`config.mk`:
```
export PLATFORM = sky130hd
export DESIGN_NAME = uart_tx_scheduler
export DESIGN_NICKNAME = d
export VERILOG_FILES = /design/src/rtl/uart_tx_scheduler.sv
export SDC_FILE = /design/constraint.sdc
export NUM_CORES = 1
export LEC_CHECK = 0
export ABC_AREA = 1
export BUFFER_PORTS_ARGS = -buffer_cell sky130_fd_sc_hd__buf_2
export CORE_MARGIN = 5
export CORE_UTILIZATION = 45
export DETAILED_ROUTE_END_ITERATION = 8
export GPL_TIMING_DRIVEN = 0
export PLACE_DENSITY = 0.71
export SLEW_MARGIN = 0
export SYNTH_ARGS = -nofsm -noshare
export SYNTH_HDL_FRONTEND = slang
export SYNTH_SLANG_ARGS = --single-unit
```
`constraint.sdc`:
```
create_clock -name clk_i -period 1.6 [get_ports clk_i]
set_clock_uncertainty 0.2 [all_clocks]
set_input_delay 0.32 -clock clk_i [delete_from_list [all_inputs] [get_ports clk_i]]
set_output_delay 0.32 -clock clk_i [all_outputs]
set_load 0.01 [all_outputs]
```
`src/rtl/uart_tx_scheduler.sv`:
```
// uart_tx_scheduler: two-requester round-robin UART transmitter (8N1, optional even parity).
//
// Bit timing comes only from tick_i, a 16x oversampling strobe; there is no internal divisor.
// Optional feature: define UART_TX_PARITY_EN to add an even-parity bit between DATA and STOP.
//
// Ports:
//   clk_i          system clock
//   rst_ni         asynchronous active-low reset
//   tick_i         one-cycle pulse, 16 per bit period
//   reqN_valid_i   requester N holds a byte (N = 0, 1)
//   reqN_data_i    requester N byte
//   reqN_ready_o   requester N byte accepted this cycle (IDLE only)
//   tx_o           registered serial line, idle high
//   busy_o         frame in progress
//   grant_o        requester index of the current/last frame
module uart_tx_scheduler #(
    parameter int unsigned DBIT    = 8,
    parameter int unsigned SB_TICK = 16
) (
    input  logic            clk_i,
    input  logic            rst_ni,
    input  logic            tick_i,
    input  logic            req0_valid_i,
    input  logic [DBIT-1:0] req0_data_i,
    output logic            req0_ready_o,
    input  logic            req1_valid_i,
    input  logic [DBIT-1:0] req1_data_i,
    output logic            req1_ready_o,
    output logic            tx_o,
    output logic            busy_o,
    output logic            grant_o
);

    // Counter must reach SB_TICK-1 for multi-stop-bit configurations.
    localparam int unsigned CntW = (SB_TICK > 16) ? $clog2(SB_TICK) : 4;
    localparam int unsigned BitW = (DBIT > 1) ? $clog2(DBIT) : 1;

`ifdef UART_TX_PARITY_EN
    typedef enum logic [2:0] {StIdle, StStart, StData, StParity, StStop} state_e;
`else
    typedef enum logic [1:0] {StIdle, StStart, StData, StStop} state_e;
`endif

    state_e            state_q, state_d;
    logic [CntW-1:0]   cnt_q, cnt_d;
    logic [BitW-1:0]   bit_q, bit_d;
    logic [DBIT-1:0]   shift_q, shift_d;
    logic              last_q, last_d;
    logic              grant_q, grant_d;
    logic              tx_q, tx_d;
    logic              rdy0, rdy1;
`ifdef UART_TX_PARITY_EN
    logic              parity_q, parity_d;
`endif

    always_comb begin
        state_d = state_q;
        cnt_d   = cnt_q;
        bit_d   = bit_q;
        shift_d = shift_q;
        last_d  = last_q;
        grant_d = grant_q;
        rdy0    = 1'b0;
        rdy1    = 1'b0;
`ifdef UART_TX_PARITY_EN
        parity_d = parity_q;
`endif
        unique case (state_q)
            StIdle: begin
                // Gated by reset so no ready is offered while reset is held.
                rdy0 = rst_ni & req0_valid_i & (~req1_valid_i | last_q);
                rdy1 = rst_ni & req1_valid_i & (~req0_valid_i | ~last_q);
                if (rdy0 || rdy1) begin
                    shift_d = rdy0 ? req0_data_i : req1_data_i;
                    last_d  = rdy1;
                    grant_d = rdy1;
                    cnt_d   = '0;
                    bit_d   = '0;
                    state_d = StStart;
`ifdef UART_TX_PARITY_EN
                    parity_d = ^(rdy0 ? req0_data_i : req1_data_i);
`endif
                end
            end
            StStart: begin
                if (tick_i) begin
                    if (cnt_q == CntW'(15)) begin
                        cnt_d   = '0;
                        state_d = StData;
                    end else begin
                        cnt_d = cnt_q + 1'b1;
                    end
                end
            end
            StData: begin
                if (tick_i) begin
                    if (cnt_q == CntW'(15)) begin
                        cnt_d   = '0;
                        shift_d = shift_q >> 1;
                        if (bit_q == BitW'(DBIT - 1)) begin
`ifdef UART_TX_PARITY_EN
                            state_d = StParity;
`else
                            state_d = StStop;
`endif
                        end else begin
                            bit_d = bit_q + 1'b1;
                        end
                    end else begin
                        cnt_d = cnt_q + 1'b1;
                    end
                end
            end
`ifdef UART_TX_PARITY_EN
            StParity: begin
                if (tick_i) begin
                    if (cnt_q == CntW'(15)) begin
                        cnt_d   = '0;
                        state_d = StStop;
                    end else begin
                        cnt_d = cnt_q + 1'b1;
                    end
                end
            end
`endif
            StStop: begin
                if (tick_i) begin
                    if (cnt_q == CntW'(SB_TICK - 1)) begin
                        cnt_d   = '0;
                        state_d = StIdle;
                    end else begin
                        cnt_d = cnt_q + 1'b1;
                    end
                end
            end
            default: state_d = StIdle;
        endcase

        // Line level follows the next state so tx_o changes on the same edge as the state.
        tx_d = 1'b1;
        unique case (state_d)
            StStart:  tx_d = 1'b0;
            StData:   tx_d = shift_d[0];
`ifdef UART_TX_PARITY_EN
            StParity: tx_d = parity_d;
`endif
            default:  tx_d = 1'b1;
        endcase
    end

    always_ff @(posedge clk_i or negedge rst_ni) begin
        if (!rst_ni) begin
            state_q  <= StIdle;
            cnt_q    <= '0;
            bit_q    <= '0;
            shift_q  <= '0;
            last_q   <= 1'b1;
            grant_q  <= 1'b0;
            tx_q     <= 1'b1;
`ifdef UART_TX_PARITY_EN
            parity_q <= 1'b0;
`endif
        end else begin
            state_q  <= state_d;
            cnt_q    <= cnt_d;
            bit_q    <= bit_d;
            shift_q  <= shift_d;
            last_q   <= last_d;
            grant_q  <= grant_d;
            tx_q     <= tx_d;
`ifdef UART_TX_PARITY_EN
            parity_q <= parity_d;
`endif
        end
    end

    assign req0_ready_o = rdy0;
    assign req1_ready_o = rdy1;
    assign tx_o         = tx_q;
    assign busy_o       = (state_q != StIdle);
    assign grant_o      = grant_q;

endmodule

```
# --- Word-level counts from Yosys, hierarchy flattened ---
# Index checks and enable logic that the tools add are counted.
op_classes:
  addsub: 2
  n_eq_ne: 12
  n_mux: 26
  n_bitwise: 9
  n_reduce_logical: 9
op_table:
  columns: ["op", "count"]
  rows:
  - ["$mux 8", 4]
  - ["$mux 2", 8]
  - ["$pmux 8 s2", 1]
  - ["$mux 3", 4]
  - ["$mux 4", 3]
  - ["$ne 2x2->1 const B", 4]
  - ["$pmux 2 s4", 1]
  - ["$pmux 4 s2", 1]
  - ["$eq 2x2->1 const B", 3]
  - ["$pmux 3 s2", 1]
  - ["$reduce_and 5->1", 1]
  - ["$add 4x1->4 const B", 1]
  - ["$and 1x1->1", 4]
  - ["$eq 2x1->1 const B", 2]
  - ["$eq 4x4->1 const B", 1]
  - ["$reduce_and 2->1", 2]
  - ["$reduce_and 4->1", 1]
  - ["$reduce_bool 2->1", 2]
  - ["$add 3x1->3 const B", 1]
  - ["$eq 3x3->1 const B", 1]
  - ["$not 1->1", 3]
  - ["$reduce_or 3->1", 1]
  - ["$logic_not 2->1", 1]
  - ["$mux 1", 2]
  - ["4 further kinds", 5]
totals:
  register_bits: 20
  in_bits: 21
  elab_cells: 66

# --- Logic depth before layout (Yosys ltp) ---
logic_depth:
  ltp_word: 8
  ltp_mapped: 10
  ltp_nobuf: 10

# --- Worst setup path before layout ---
# OpenSTA, ideal clock, no wires.
synth_path:
  kind: "reg2reg"
  start: "reg bit_q[0]"
  end: "reg bit_q[0]"
  arrival_ns: 1.282
  setup_slack_ns: -0.004
  path_stages_with_launch: 7
  n_path_buf: 0
  cell_sequence: "dfrtp_1 ha_1 ha_1 o31ai_2 nand2_1 nand2_1 o21ai_1"
synth_between:
  elab_chain_len: 5
  elab_cells_between_ends: 8
  classes_between: "add/sub: 1; eq/ne: 2; mux: 4; reduce/logical: 1"
synth_rtl:
  columns: ["item", "line_no", "text"]
  rows:
  - ["start: declaration", "46", "logic [BitW-1:0] bit_q, bit_d;"]
  - ["start signal: assignment", "166", "bit_q <= bit_d;"]
  - ["$add 3x1->3", "107", "bit_d = bit_q + 1'b1;"]
  - ["$mux 3", "100", "if (bit_q == BitW'(DBIT - 1)) begin"]
  - ["$mux 3", "97", "if (cnt_q == CntW'(15)) begin"]
  - ["$mux 3", "96", "if (tick_i) begin"]
  - ["$pmux 3 s2", "68", "unique case (state_q)"]
# Parallel ways exist; a longest one is shown, timed or not. The select of a mux whose other input is x is not followed.
# A chain may end at the register's enable or synchronous reset.

# --- Worst setup path after layout ---
layout_path:
  start: "reg last_q"
  end: "out req0_ready_o"
layout_between:
  elab_chain_len: 3
layout_rtl:
  columns: ["item", "line_no", "text"]
  rows:
  - ["start: declaration", "48", "logic last_q, last_d;"]
  - ["start signal: assignment", "168", "last_q <= last_d;"]
  - ["$or 1x1->1", "71", "rdy0 = rst_ni & req0_valid_i & (~req1_valid_i | last_q);"]
  - ["$and 1x1->1", "71", null]
  - ["$mux 1", "68", null]
  - ["end: declaration", "25", "output logic req0_ready_o,"]
# Every way passes these cells.

==> out/results.txt <==
CP peak stage delay: 560 ps
Synth unique cells: 29
Setup crit end: req0_ready_o
Die Span Y: 61.2 um
Leading cell type in the layout, fill and taps excluded: nand2_1
Global-route wire length before repair: 4.85 mm
P_int: 1.40 mW
Initial antenna violation count: 0
Max FO, Critical Path: 2
Worst reg2reg path startpoint: last_q
DR iter-0 viols: 30
Core Area: 0.00250 mm2
Residual DRC count: 0
Clk_lat worst skew: 300 ps
CTS max path bufs: 2
Status: finished, violations left
Initial core utilization: 0.472
Share of the yosys chip area belonging to registers: 0.426
Clk pwr share: 0.103
Drt first pass iters: 4
Sequential cell area: 505 um2
Arrival time worst endpoint: 1320 ps
Hold_ws: 75.1 ps
DIE AREA: 0.00375 mm2
Final Max Tran Viols: 0
Final Non-Filler Cells: 218
Gate power share: 0.521
Routed WL per cell: 13.7 um
Via density: 5.22
Syn_nets: 164
Actual slew at the worst max-slew pin: 917 ps
Antenna viol nets, final: 0
Pwr/cell area: 1410 mW/mm2
Worst IR drop on VDD: 0.932 mV
Vias in the first global route: 1145
Fraction of final layout cells sized beyond drive strength 1: 0.452
Crit end category: primary output
Total wire length: 2.98 mm
Clk sink count: 20
Overflow after GRT: 0
#FFs+latches synth: 20
Setup crit start kind: register
Num rows: 18
Sw Ratio: 0.401
Design area: 0.00166 mm2
Number of buffers created by CTS: 3
Crit-path slowest cell: dfstp_2
P_sw: 0.939 mW
Worst R2R Path Depth: 8
Top cell family by delay on the critical path: flip-flops
IO Pins: 26
Maximum clock rate: 542 MHz
Period utilization: 1.15
Setup TNS: -949 ps
Setup WS post-layout: -244 ps
Clock Tree Root: clkbuf_4
Max Cap Viol: 0
Critical Path Start: last_q
Port bufs: 24
Tot Pwr: 2.34 mW
Dpl cell area: 0.00134 mm2
Violations in the final reports: setup timing
Utilization after layout: 0.663
All-layer global routing usage: 0.172
CTS tree: yes
Placer Congestion: 0.822
Syn Std Cell Area: 0.00118 mm2
RSZ-0062 raised after global routing: yes
Yosys warning count: 0
Fillers: 202
Largest net degree at the start of global routing: 21
CP Depth: 6
Antenna Cells: 0
Place WS: -443 ps
Area grow syn2layout: 40.5%
H-tree depth: 1
Critical-path cell list: inv_2 -> nand2_2 -> nand2_2 -> buf_6 -> nor2_4 -> buf_6
Part of the power in registers: 0.376
Minimum clock period after layout: 1840 ps
Leakage power: 0.868 nW
Syn Area/Cell: 8.43 um2
Via Count: 1138
Clock slew at reported path FFs: 110 ps
Die W: 61.2 um
Buf/Inv on CP: 3
Placed wire-length estimate: 1.84 mm
Placed insts: 194
Multi-input gate area: 664 um2
Slew headroom: 0.389
CP Class: register to primary output
Hold Vio Cnt, Final: 0
Final setup violation count: 12
WP data required: 1080 ps
Mapped Cells: 140
Critical R2R Capture: shift_q[3]
Commonest non-fill, non-tap cells in the layout: nand2_1, buf_2, inv_1, dfrtp_1, buf_4
Reg2reg setup slack: -110 ps
Worst min path class: input port to register
NumNets Final: 214
[worst reg2reg max path: cells and delay by family (launching register included)]
kind	cells	cell delay, ps
simple gates	2	130
compound gates	2	290
flops	1	560
buf+inv	4	420
[power groups by stage]
stage	clock network, mW	registers [mW]	logic [mW]
2_1_floorplan	0	0.873	0.617
3_3_place_gp	0	0.883	0.782
3_5_place_dp	0	0.891	0.806
4_1_cts	0.253	0.867	1.02
5_1_grt	0.267	0.906	1.34
6_report	0.240	0.879	1.22
[sequential cells by signal, summed over array words and instances, names as in the netlist]
register  count
shift_q       8
state_q       2
tx_o          1
grant_o       1
bit_q         3
cnt_q         4
last_q        1
[kinds of logic (layout without fill, tap and decap cells)]
| logic type | after synthesis | in the layout | synth area share |
|---|---|---|---|
| adders and majority gates | 3 | 3 | 0.0318 |
| DFF | 20 | 20 | 0.426 |
| AOI/OAI and AO/OA | 24 | 24 | 0.142 |
| and+or+nand+nor | 68 | 69 | 0.306 |
| buffers and inverters | 25 | 72 | 0.0933 |
[area by class of cell]
cell class	count	area share
buffer	3	0.0189
clock buffer	3	0.0136
inverter	22	0.0543
multi-input combinational	96	0.401
sequential	20	0.305
tap	30	0.0226
timing repair buffer	44	0.185
[synthesized netlist by cell type]
| library cell | count | area share |
|---|---|---|
| a21oi_1 | 2 | 0.0085 |
| a22oi_1 | 1 | 0.0064 |
| buf_2 | 2 | 0.0085 |
| buf_8 | 1 | 0.013 |
| dfrtp_1 | 18 | 0.38 |
| dfstp_2 | 2 | 0.045 |
| ha_1 | 3 | 0.032 |
| inv_1 | 16 | 0.051 |
| inv_2 | 5 | 0.016 |
| inv_4 | 1 | 0.0053 |
| nand2_1 | 35 | 0.11 |
| nand2_2 | 3 | 0.016 |
| nand2_4 | 2 | 0.019 |
| nand3_1 | 12 | 0.051 |
| nand3_2 | 2 | 0.017 |
| nand3_4 | 1 | 0.015 |
| nand3b_1 | 1 | 0.0064 |
| nand4_1 | 3 | 0.016 |
| nor2_1 | 6 | 0.019 |
| nor2_4 | 2 | 0.019 |
| nor2_8 | 1 | 0.017 |
| o211ai_1 | 7 | 0.045 |
| o21a_1 | 1 | 0.0064 |
| o21ai_0 | 3 | 0.013 |
| o21ai_1 | 3 | 0.013 |
| o221ai_1 | 3 | 0.022 |
| o22ai_1 | 1 | 0.0053 |
| o31ai_1 | 2 | 0.013 |
| o31ai_2 | 1 | 0.011 |
[what timing repair did]
item / in CTS / in global routing
hold buffers: 1 / 0
endpoints found under the setup margin: 15 / 34
pin swaps: 6 / 10
hold endpoints to repair: 20 / 0
gates cloned: 1 / 2
resized for setup: 11 / 20
buffers inserted: 11 / 7
[worst min path at each step]
stage                   start  cells after the start    endpoint  slack, ps
2_1_floorplan          rst_ni                      0    bit_q[0]       -180
4_1_cts        req0_data_i[5]                      3  shift_q[5]         60
5_1_grt        req0_data_i[4]                      3  shift_q[4]         90
3_3_place_gp           rst_ni                      1    cnt_q[2]        100
6_report       req0_data_i[5]                      3  shift_q[5]         80
3_5_place_dp           rst_ni                      1    cnt_q[2]        100
[layer usage]
layer	vias to the layer above	part of all wire	track usage	routed length (um)
met1	525	0.44	0.211	1300
met2	39	0.51	0.298	1520
met4	0	0.0057	0.0650	17
met5	-	0	0	0
li1	572	-	-	-
met3	2	0.048	0.0314	142
No activity file was read; power rests on OpenSTA's default activity.
